File: src/rtl/acq_sequencer_if.sv
// Waveform-buffer write port between acq_sequencer and the buffer RAM.
interface acq_sequencer_if #(
    parameter int DATA_W = 14,
    parameter int ADDR_W = 10
);
    logic              wr_en;
    logic [ADDR_W-1:0] wr_addr;
    logic [DATA_W-1:0] wr_data;

    modport master (output wr_en, wr_addr, wr_data);
    modport slave  (input  wr_en, wr_addr, wr_data);
endinterface

File: src/rtl/acq_sequencer.sv
// Single-waveform ADC acquisition sequencer: arm, level-crossing trigger, optional delay,
// DEPTH-sample capture into the buffer, then hold until readout is acknowledged.
module acq_sequencer #(
    parameter int DATA_W        = 14,
    parameter int DEPTH         = 1000,
    parameter int ADDR_W        = 10,
    parameter int TRIG_LEVEL    = 8192,
    parameter int DELAY_SAMPLES = 500,
    parameter int AUTO_TRIG     = 0
) (
    input  logic                 sys_clk,
    input  logic                 rst,
    input  logic [DATA_W-1:0]    adc_a_i,
    input  logic [DATA_W-1:0]    adc_b_i,
    input  logic                 acquire_i,
    input  logic                 trig_source_i,
    input  logic                 trig_slope_i,
    input  logic                 delay_i,
    input  logic                 rd_ack_i,
    acq_sequencer_if.master      wr,
    output logic                 wave_done_o,
    output logic [15:0]          wave_number_o,
    output logic                 busy_o
);
    localparam logic [2:0] S_IDLE    = 3'd0;
    localparam logic [2:0] S_ARM     = 3'd1;
    localparam logic [2:0] S_WAIT    = 3'd2;
    localparam logic [2:0] S_DELAY   = 3'd3;
    localparam logic [2:0] S_CAPTURE = 3'd4;
    localparam logic [2:0] S_DONE    = 3'd5;

    localparam int DW = $clog2(DELAY_SAMPLES + 1);
    localparam int AW = (AUTO_TRIG > 1) ? $clog2(AUTO_TRIG) : 1;

    localparam logic [DATA_W-1:0] TRIG      = DATA_W'(TRIG_LEVEL);
    localparam logic [ADDR_W-1:0] LAST_ADDR = ADDR_W'(DEPTH - 1);
    localparam logic [DW-1:0]     DLY_LAST  = DW'(DELAY_SAMPLES - 1);
    localparam logic [AW-1:0]     AUTO_LAST = (AUTO_TRIG > 0) ? AW'(AUTO_TRIG - 1) : '0;

    logic [2:0]        state_q, state_d;
    logic              src_q, src_d;
    logic              slope_q, slope_d;
    logic              dly_en_q, dly_en_d;
    logic [DATA_W-1:0] prev_q, prev_d;
    logic [AW-1:0]     wait_cnt_q, wait_cnt_d;
    logic [DW-1:0]     dly_cnt_q, dly_cnt_d;
    logic              wr_en_q, wr_en_d;
    logic [ADDR_W-1:0] wr_addr_q, wr_addr_d;
    logic [DATA_W-1:0] wr_data_q, wr_data_d;
    logic              done_q, done_d;
    logic [15:0]       wnum_q, wnum_d;
    logic              busy_q, busy_d;

    logic [DATA_W-1:0] cur;
    logic              hit;
    logic              force_hit;

    assign cur       = src_q ? adc_b_i : adc_a_i;
    assign hit       = slope_q ? ((prev_q >= TRIG) && (cur <  TRIG))
                               : ((prev_q <  TRIG) && (cur >= TRIG));
    assign force_hit = (AUTO_TRIG != 0) && (wait_cnt_q == AUTO_LAST);

    always_comb begin
        state_d    = state_q;
        src_d      = src_q;
        slope_d    = slope_q;
        dly_en_d   = dly_en_q;
        prev_d     = cur;
        wait_cnt_d = wait_cnt_q;
        dly_cnt_d  = dly_cnt_q;
        wr_en_d    = 1'b0;
        wr_addr_d  = wr_addr_q;
        wr_data_d  = wr_data_q;
        done_d     = done_q;
        wnum_d     = wnum_q;

        case (state_q)
            S_IDLE: begin
                if (acquire_i) state_d = S_ARM;
            end
            S_ARM: begin
                // prev must come from the newly selected channel, so bypass the latched source
                src_d      = trig_source_i;
                slope_d    = trig_slope_i;
                dly_en_d   = delay_i;
                prev_d     = trig_source_i ? adc_b_i : adc_a_i;
                wait_cnt_d = '0;
                state_d    = S_WAIT;
            end
            S_WAIT: begin
                wait_cnt_d = wait_cnt_q + 1'b1;
                if (!acquire_i) begin
                    state_d = S_IDLE;
                end else if (hit || force_hit) begin
                    dly_cnt_d = '0;
                    if (dly_en_q) begin
                        state_d = S_DELAY;
                    end else begin
                        state_d   = S_CAPTURE;
                        wr_en_d   = 1'b1;
                        wr_addr_d = '0;
                        wr_data_d = cur;
                    end
                end
            end
            S_DELAY: begin
                dly_cnt_d = dly_cnt_q + 1'b1;
                if (dly_cnt_q == DLY_LAST) begin
                    state_d   = S_CAPTURE;
                    wr_en_d   = 1'b1;
                    wr_addr_d = '0;
                    wr_data_d = cur;
                end
            end
            S_CAPTURE: begin
                if (wr_addr_q == LAST_ADDR) begin
                    state_d = S_DONE;
                    done_d  = 1'b1;
                    wnum_d  = wnum_q + 16'd1;
                end else begin
                    wr_en_d   = 1'b1;
                    wr_addr_d = wr_addr_q + 1'b1;
                    wr_data_d = cur;
                end
            end
            S_DONE: begin
                if (rd_ack_i) begin
                    done_d  = 1'b0;
                    state_d = acquire_i ? S_ARM : S_IDLE;
                end
            end
            default: state_d = S_IDLE;
        endcase

        busy_d = (state_d == S_ARM) || (state_d == S_WAIT) ||
                 (state_d == S_DELAY) || (state_d == S_CAPTURE);
    end

    always_ff @(posedge sys_clk or posedge rst) begin
        if (rst) begin
            state_q    <= S_IDLE;
            src_q      <= 1'b0;
            slope_q    <= 1'b0;
            dly_en_q   <= 1'b0;
            prev_q     <= '0;
            wait_cnt_q <= '0;
            dly_cnt_q  <= '0;
            wr_en_q    <= 1'b0;
            wr_addr_q  <= '0;
            wr_data_q  <= '0;
            done_q     <= 1'b0;
            wnum_q     <= '0;
            busy_q     <= 1'b0;
        end else begin
            state_q    <= state_d;
            src_q      <= src_d;
            slope_q    <= slope_d;
            dly_en_q   <= dly_en_d;
            prev_q     <= prev_d;
            wait_cnt_q <= wait_cnt_d;
            dly_cnt_q  <= dly_cnt_d;
            wr_en_q    <= wr_en_d;
            wr_addr_q  <= wr_addr_d;
            wr_data_q  <= wr_data_d;
            done_q     <= done_d;
            wnum_q     <= wnum_d;
            busy_q     <= busy_d;
        end
    end

    assign wr.wr_en      = wr_en_q;
    assign wr.wr_addr    = wr_addr_q;
    assign wr.wr_data    = wr_data_q;
    assign wave_done_o   = done_q;
    assign wave_number_o = wnum_q;
    assign busy_o        = busy_q;
endmodule
File: src/flat_wrapper.sv
// flat-port wrapper written by rule: the top's interface ports become plain ports
module acq_sequencer_flat 
#(
    parameter int DATA_W        = 14,
    parameter int DEPTH         = 1000,
    parameter int ADDR_W        = 10,
    parameter int TRIG_LEVEL    = 8192,
    parameter int DELAY_SAMPLES = 500,
    parameter int AUTO_TRIG     = 0
)
  (sys_clk, rst, adc_a_i, adc_b_i, acquire_i, trig_source_i, trig_slope_i, delay_i, rd_ack_i, wave_done_o, wave_number_o, busy_o, wr_wr_en, wr_wr_addr, wr_wr_data);
  acq_sequencer_if #(.DATA_W(DATA_W), .ADDR_W(ADDR_W)) wr_i ();
  input  logic sys_clk;
  input  logic rst;
  input  logic [DATA_W-1:0] adc_a_i;
  input  logic [DATA_W-1:0] adc_b_i;
  input  logic acquire_i;
  input  logic trig_source_i;
  input  logic trig_slope_i;
  input  logic delay_i;
  input  logic rd_ack_i;
  output logic wave_done_o;
  output logic [15:0] wave_number_o;
  output logic busy_o;
  output wire logic [$bits(wr_i.wr_en)-1:0] wr_wr_en;
  output wire logic [$bits(wr_i.wr_addr)-1:0] wr_wr_addr;
  output wire logic [$bits(wr_i.wr_data)-1:0] wr_wr_data;
  assign wr_wr_en = wr_i.wr_en;
  assign wr_wr_addr = wr_i.wr_addr;
  assign wr_wr_data = wr_i.wr_data;
  acq_sequencer #(.DATA_W(DATA_W), .DEPTH(DEPTH), .ADDR_W(ADDR_W), .TRIG_LEVEL(TRIG_LEVEL), .DELAY_SAMPLES(DELAY_SAMPLES), .AUTO_TRIG(AUTO_TRIG)) u_core (.sys_clk(sys_clk), .rst(rst), .adc_a_i(adc_a_i), .adc_b_i(adc_b_i), .acquire_i(acquire_i), .trig_source_i(trig_source_i), .trig_slope_i(trig_slope_i), .delay_i(delay_i), .rd_ack_i(rd_ack_i), .wr(wr_i), .wave_done_o(wave_done_o), .wave_number_o(wave_number_o), .busy_o(busy_o));
endmodule
File: config.mk
export PLATFORM = sky130hd
export DESIGN_NAME = acq_sequencer_flat
export DESIGN_NICKNAME = d
export VERILOG_FILES = /design/src/rtl/acq_sequencer_if.sv /design/src/rtl/acq_sequencer.sv /design/src/flat_wrapper.sv
export SDC_FILE = /design/constraint.sdc
export NUM_CORES = 1
export LEC_CHECK = 0
export BUFFER_PORTS_ARGS = -buffer_cell sky130_fd_sc_hd__buf_2
export CORE_ASPECT_RATIO = 0.6
export CORE_MARGIN = 8
export CORE_UTILIZATION = 52
export CTS_CLUSTER_DIAMETER = 100
export CTS_CLUSTER_SIZE = 12
export DETAILED_ROUTE_END_ITERATION = 10
export GPL_TIMING_DRIVEN = 1
export HOLD_SLACK_MARGIN = 0.05
export PLACE_DENSITY_LB_ADDON = 0.15
export SLEW_MARGIN = 20
export SYNTH_ARGS = -nofsm -noshare
export SYNTH_HDL_FRONTEND = slang
export SYNTH_SLANG_ARGS = --single-unit
File: constraint.sdc
create_clock -name sys_clk -period 2.85 [get_ports sys_clk]
set_clock_uncertainty 0.05 [all_clocks]
set_input_delay 0.285 -clock sys_clk [delete_from_list [all_inputs] [get_ports sys_clk]]
set_output_delay 0.285 -clock sys_clk [all_outputs]
set_load 0.02 [all_outputs]
==> out/qor.yml <==
pwr:
  combPwrFrac: 0.064
  switching_share: 0.227
  p_switching_uw: 360
  irDropWorstVdd_v: 0.000363
  power_per_cell_area_nw_per_um2: 435
  p_clk_frac: 0.397
  p_int_mw: 1.23
  leakage_nw: 1.79
  p_seq_frac: 0.539
clocking:
  cts.htree.levels: 3
  clockRootBuffer: "clkbuf_8"
  cts_tree: "built"
  ctsHoldBuffers: 1
  cts_buffers: 9
  cts_resized: 0
  clk_pin_slew_worst_paths_ps: 60
  clk_latency_ps: 330
  post_cts_buffers: 0
  clock_path_buffers: 2
  cts.sinks: 59
flow_run:
  cap_violations: 0
setup_path:
  slowest_delay_ps: 410
  r2r-start: "u_core.src_q"
  cp.arrival_ps: 2610
  path_buf_inv: 1
  cp_top_family: "multiplexers"
  cpMaxStageDelayCell: "a221o_1"
  cp_cell_sequence: "mux2_4 -> mux2i_4 -> or3b_1 -> a221o_1 -> inv_8 -> mux2_2"
  timing.rr.end: "u_core.wr.wr_data[11]"
  worstSetupPathType: "register to register"
  crit_path_start_kind: "register"
  r2r_cells: 6
  critical_path.max_fanout: 19
  cp-end-kind: "register"
  ff2ff_setup_slack_ps: 400
  cp_data_required_time_ps: 3010
sta:
  setup_tns_ps: 0
  hold_viol_final: 0
  setup_viol: 0
  max-slew-margin-rel: 0.536
  fin_crit_ps: 2450
  tightestPinTransition_ps: 695
  slew_viol_final: 0
  clock.fmax_ghz: 0.409
  grt_setup_unrepaired: "no"
  period_share: 0.858
yosys:
  syn_inst: 272
  synth_most_common_cell: "dfrtp_1"
  netlist_area_sq_um: 3020
  ys_seq_elements: 59
  synth_top_area_cell: "dfrtp_1"
  yosys_warnings: 0
  synthArstFlopShare: 1.00
  yosysTopAreaCellShare: 0.490
  synth_nets: 310
  synth_edf_count: 0
  synth_area_leaders: "dfrtp_1 (49%), mux2_2 (10%), mux2_4 (3.0%)"
  yosysUniqueCellTypes: 47
  synthFlopType: "dfrtp_1"
  avgSynthCellArea_sq_um: 11.1
  synth_common_cells: "dfrtp_1 (59), mux2_2 (27), nand2_1 (19), nand3_1 (16), a21oi_1 (12)"
  synth-seq-area-share: 0.490
drt:
  via_count: 2366
  wl_per_cell_um: 15.4
  drt_iter0_markers: 111
  ant_nets: 0
  drc: 0
  wl_um: 6750
  dr.pass1.iters: 4
  routed_via_density: 5.40
hold_path:
  hold_depth: 2
  hold_end: "u_core.slope_q"
  worstHoldPathType: "input pin to register"
  hold_start: "trig_slope_i"
layout:
  drive_above_1_share: 0.383
  final_util: 0.653
  fin_nets: 392
  n_antenna_cell: 0
  syn_to_final_growth_pct: 21.2
placed_design:
  gp_congestion: 0.818
  io_buffer_count: 77
  hpwl_um: 5030
floorplan:
  start_util: 0.539
  die-width_um: 114
  core-area_sq_um: 5600
  num_io_pins: 78
  row_count: 21
  dieArea_sq_um: 8570
  die-height_um: 75.0
global_routing:
  overflow: 0
  grt_pass1_vias: 2346
  grt_max_degree: 34
  grt_pass1_wl_um: 11000
  grt_usage: 0.165
  grt_antenna_before_repair: 0
outcome:
  status: "completed"
## state kept, by name (all words and copies together) (netlist names), 3 cells and up
register / cells
u_core.state_q: 3
u_core.wr.wr_addr: 10
u_core.wave_number_o: 16
u_core.wr.wr_data: 14
u_core.dly_cnt_q: 9
## power by group through the flow
stage               clock [mW]  combinational (mW)  sequential, mW
floorplan                    0              0.0417           0.884
global placement             0              0.0995           0.872
detailed placement           0               0.102           0.872
CTS                      0.653               0.104           0.857
global route             0.691               0.112           0.858
finish                   0.631               0.101           0.857
## stage by stage
stage | cells | hold WS, ps | setup WS [ps] | area, sq um | power, mW
after detailed placement | 422 | 401 | 415 | 3480 | 0.974
after global routing | 438 | 133 | 316 | 3650 | 1.66
final | 438 | 143 | 405 | 3650 | 1.59
after floorplan | 272 | 386 | 383 | 3020 | 0.926
after CTS | 438 | 129 | 411 | 3650 | 1.61
after global placement | 422 | 397 | 461 | 3480 | 0.971
## worst max path at each step
stage                               startpoint               endpoint  cells past startpoint
final                             u_core.src_q  u_core.wr.wr_data[11]                      6
after global routing         u_core.state_q[2]   u_core.wr.wr_data[4]                      5
after detailed placement  u_core.wr.wr_addr[3]   u_core.wr.wr_data[3]                      5
after global placement            u_core.src_q  u_core.wr.wr_data[13]                      6
after floorplan                   u_core.src_q   u_core.wr.wr_data[0]                      9
after CTS                 u_core.wr.wr_addr[3]   u_core.wr.wr_data[3]                      5
## placed cells by master (no fill, tap or decap), types with 3 or more instances in the layout
cell      netlist  final
clkbuf_8        0     10
xor2_1          7      7
xnor2_1        10     10
ha_1            3      3
a21oi_1        12     12
a211o_1         3      3
mux2_2         27     27
nand2_1        19     19
a22o_1          4      4
nor3_1          9      9
o21ai_0         8      8
and3_1          9      9
nor2_1         11     11
buf_4           0      7
clkinv_2        0      3
nand2b_1        4      4
inv_1           5      4
nand3_1        16     16
mux2_4          6      6
nand4_1         9      9
buf_2           2     77
nor2b_1         3      3
dfrtp_1        59     59
## routing by layer
layer	wire [um]	track usage	up-vias	share of wire
li1	-	-	1149	-
met1	3280	0.217	1133	0.49
met2	2860	0.241	80	0.42
met3	570	0.0745	4	0.084
met4	32	0.0439	0	0.0047
met5	0	0	-	0
## cells by family (layout without fill, tap and decap cells)
logic type	Yosys count	count (layout)	share of synthesized area
AO/OA/AOI/OAI	40	40	0.0880
XOR/XNOR	17	17	0.0494
adder cells (fa/ha/maj)	3	3	0.0124
buffers and inverters	21	107	0.0398
flip-flops	59	59	0.490
multiplexers	36	36	0.145
AND/OR/NAND/NOR	96	96	0.176
## area by class of cell
| cell class | instances | area [sq um] |
|---|---|---|
| clock buffers | 12 | 145 |
| clock inverters | 3 | 15.0 |
| fillers | 483 | 1940 |
| inverters | 6 | 30.0 |
| multi-input cells | 192 | 1420 |
| flip-flops and latches | 59 | 1480 |
| well taps | 80 | 100 |
| repair buffers | 86 | 468 |
(Power assumes the default switching activity.)
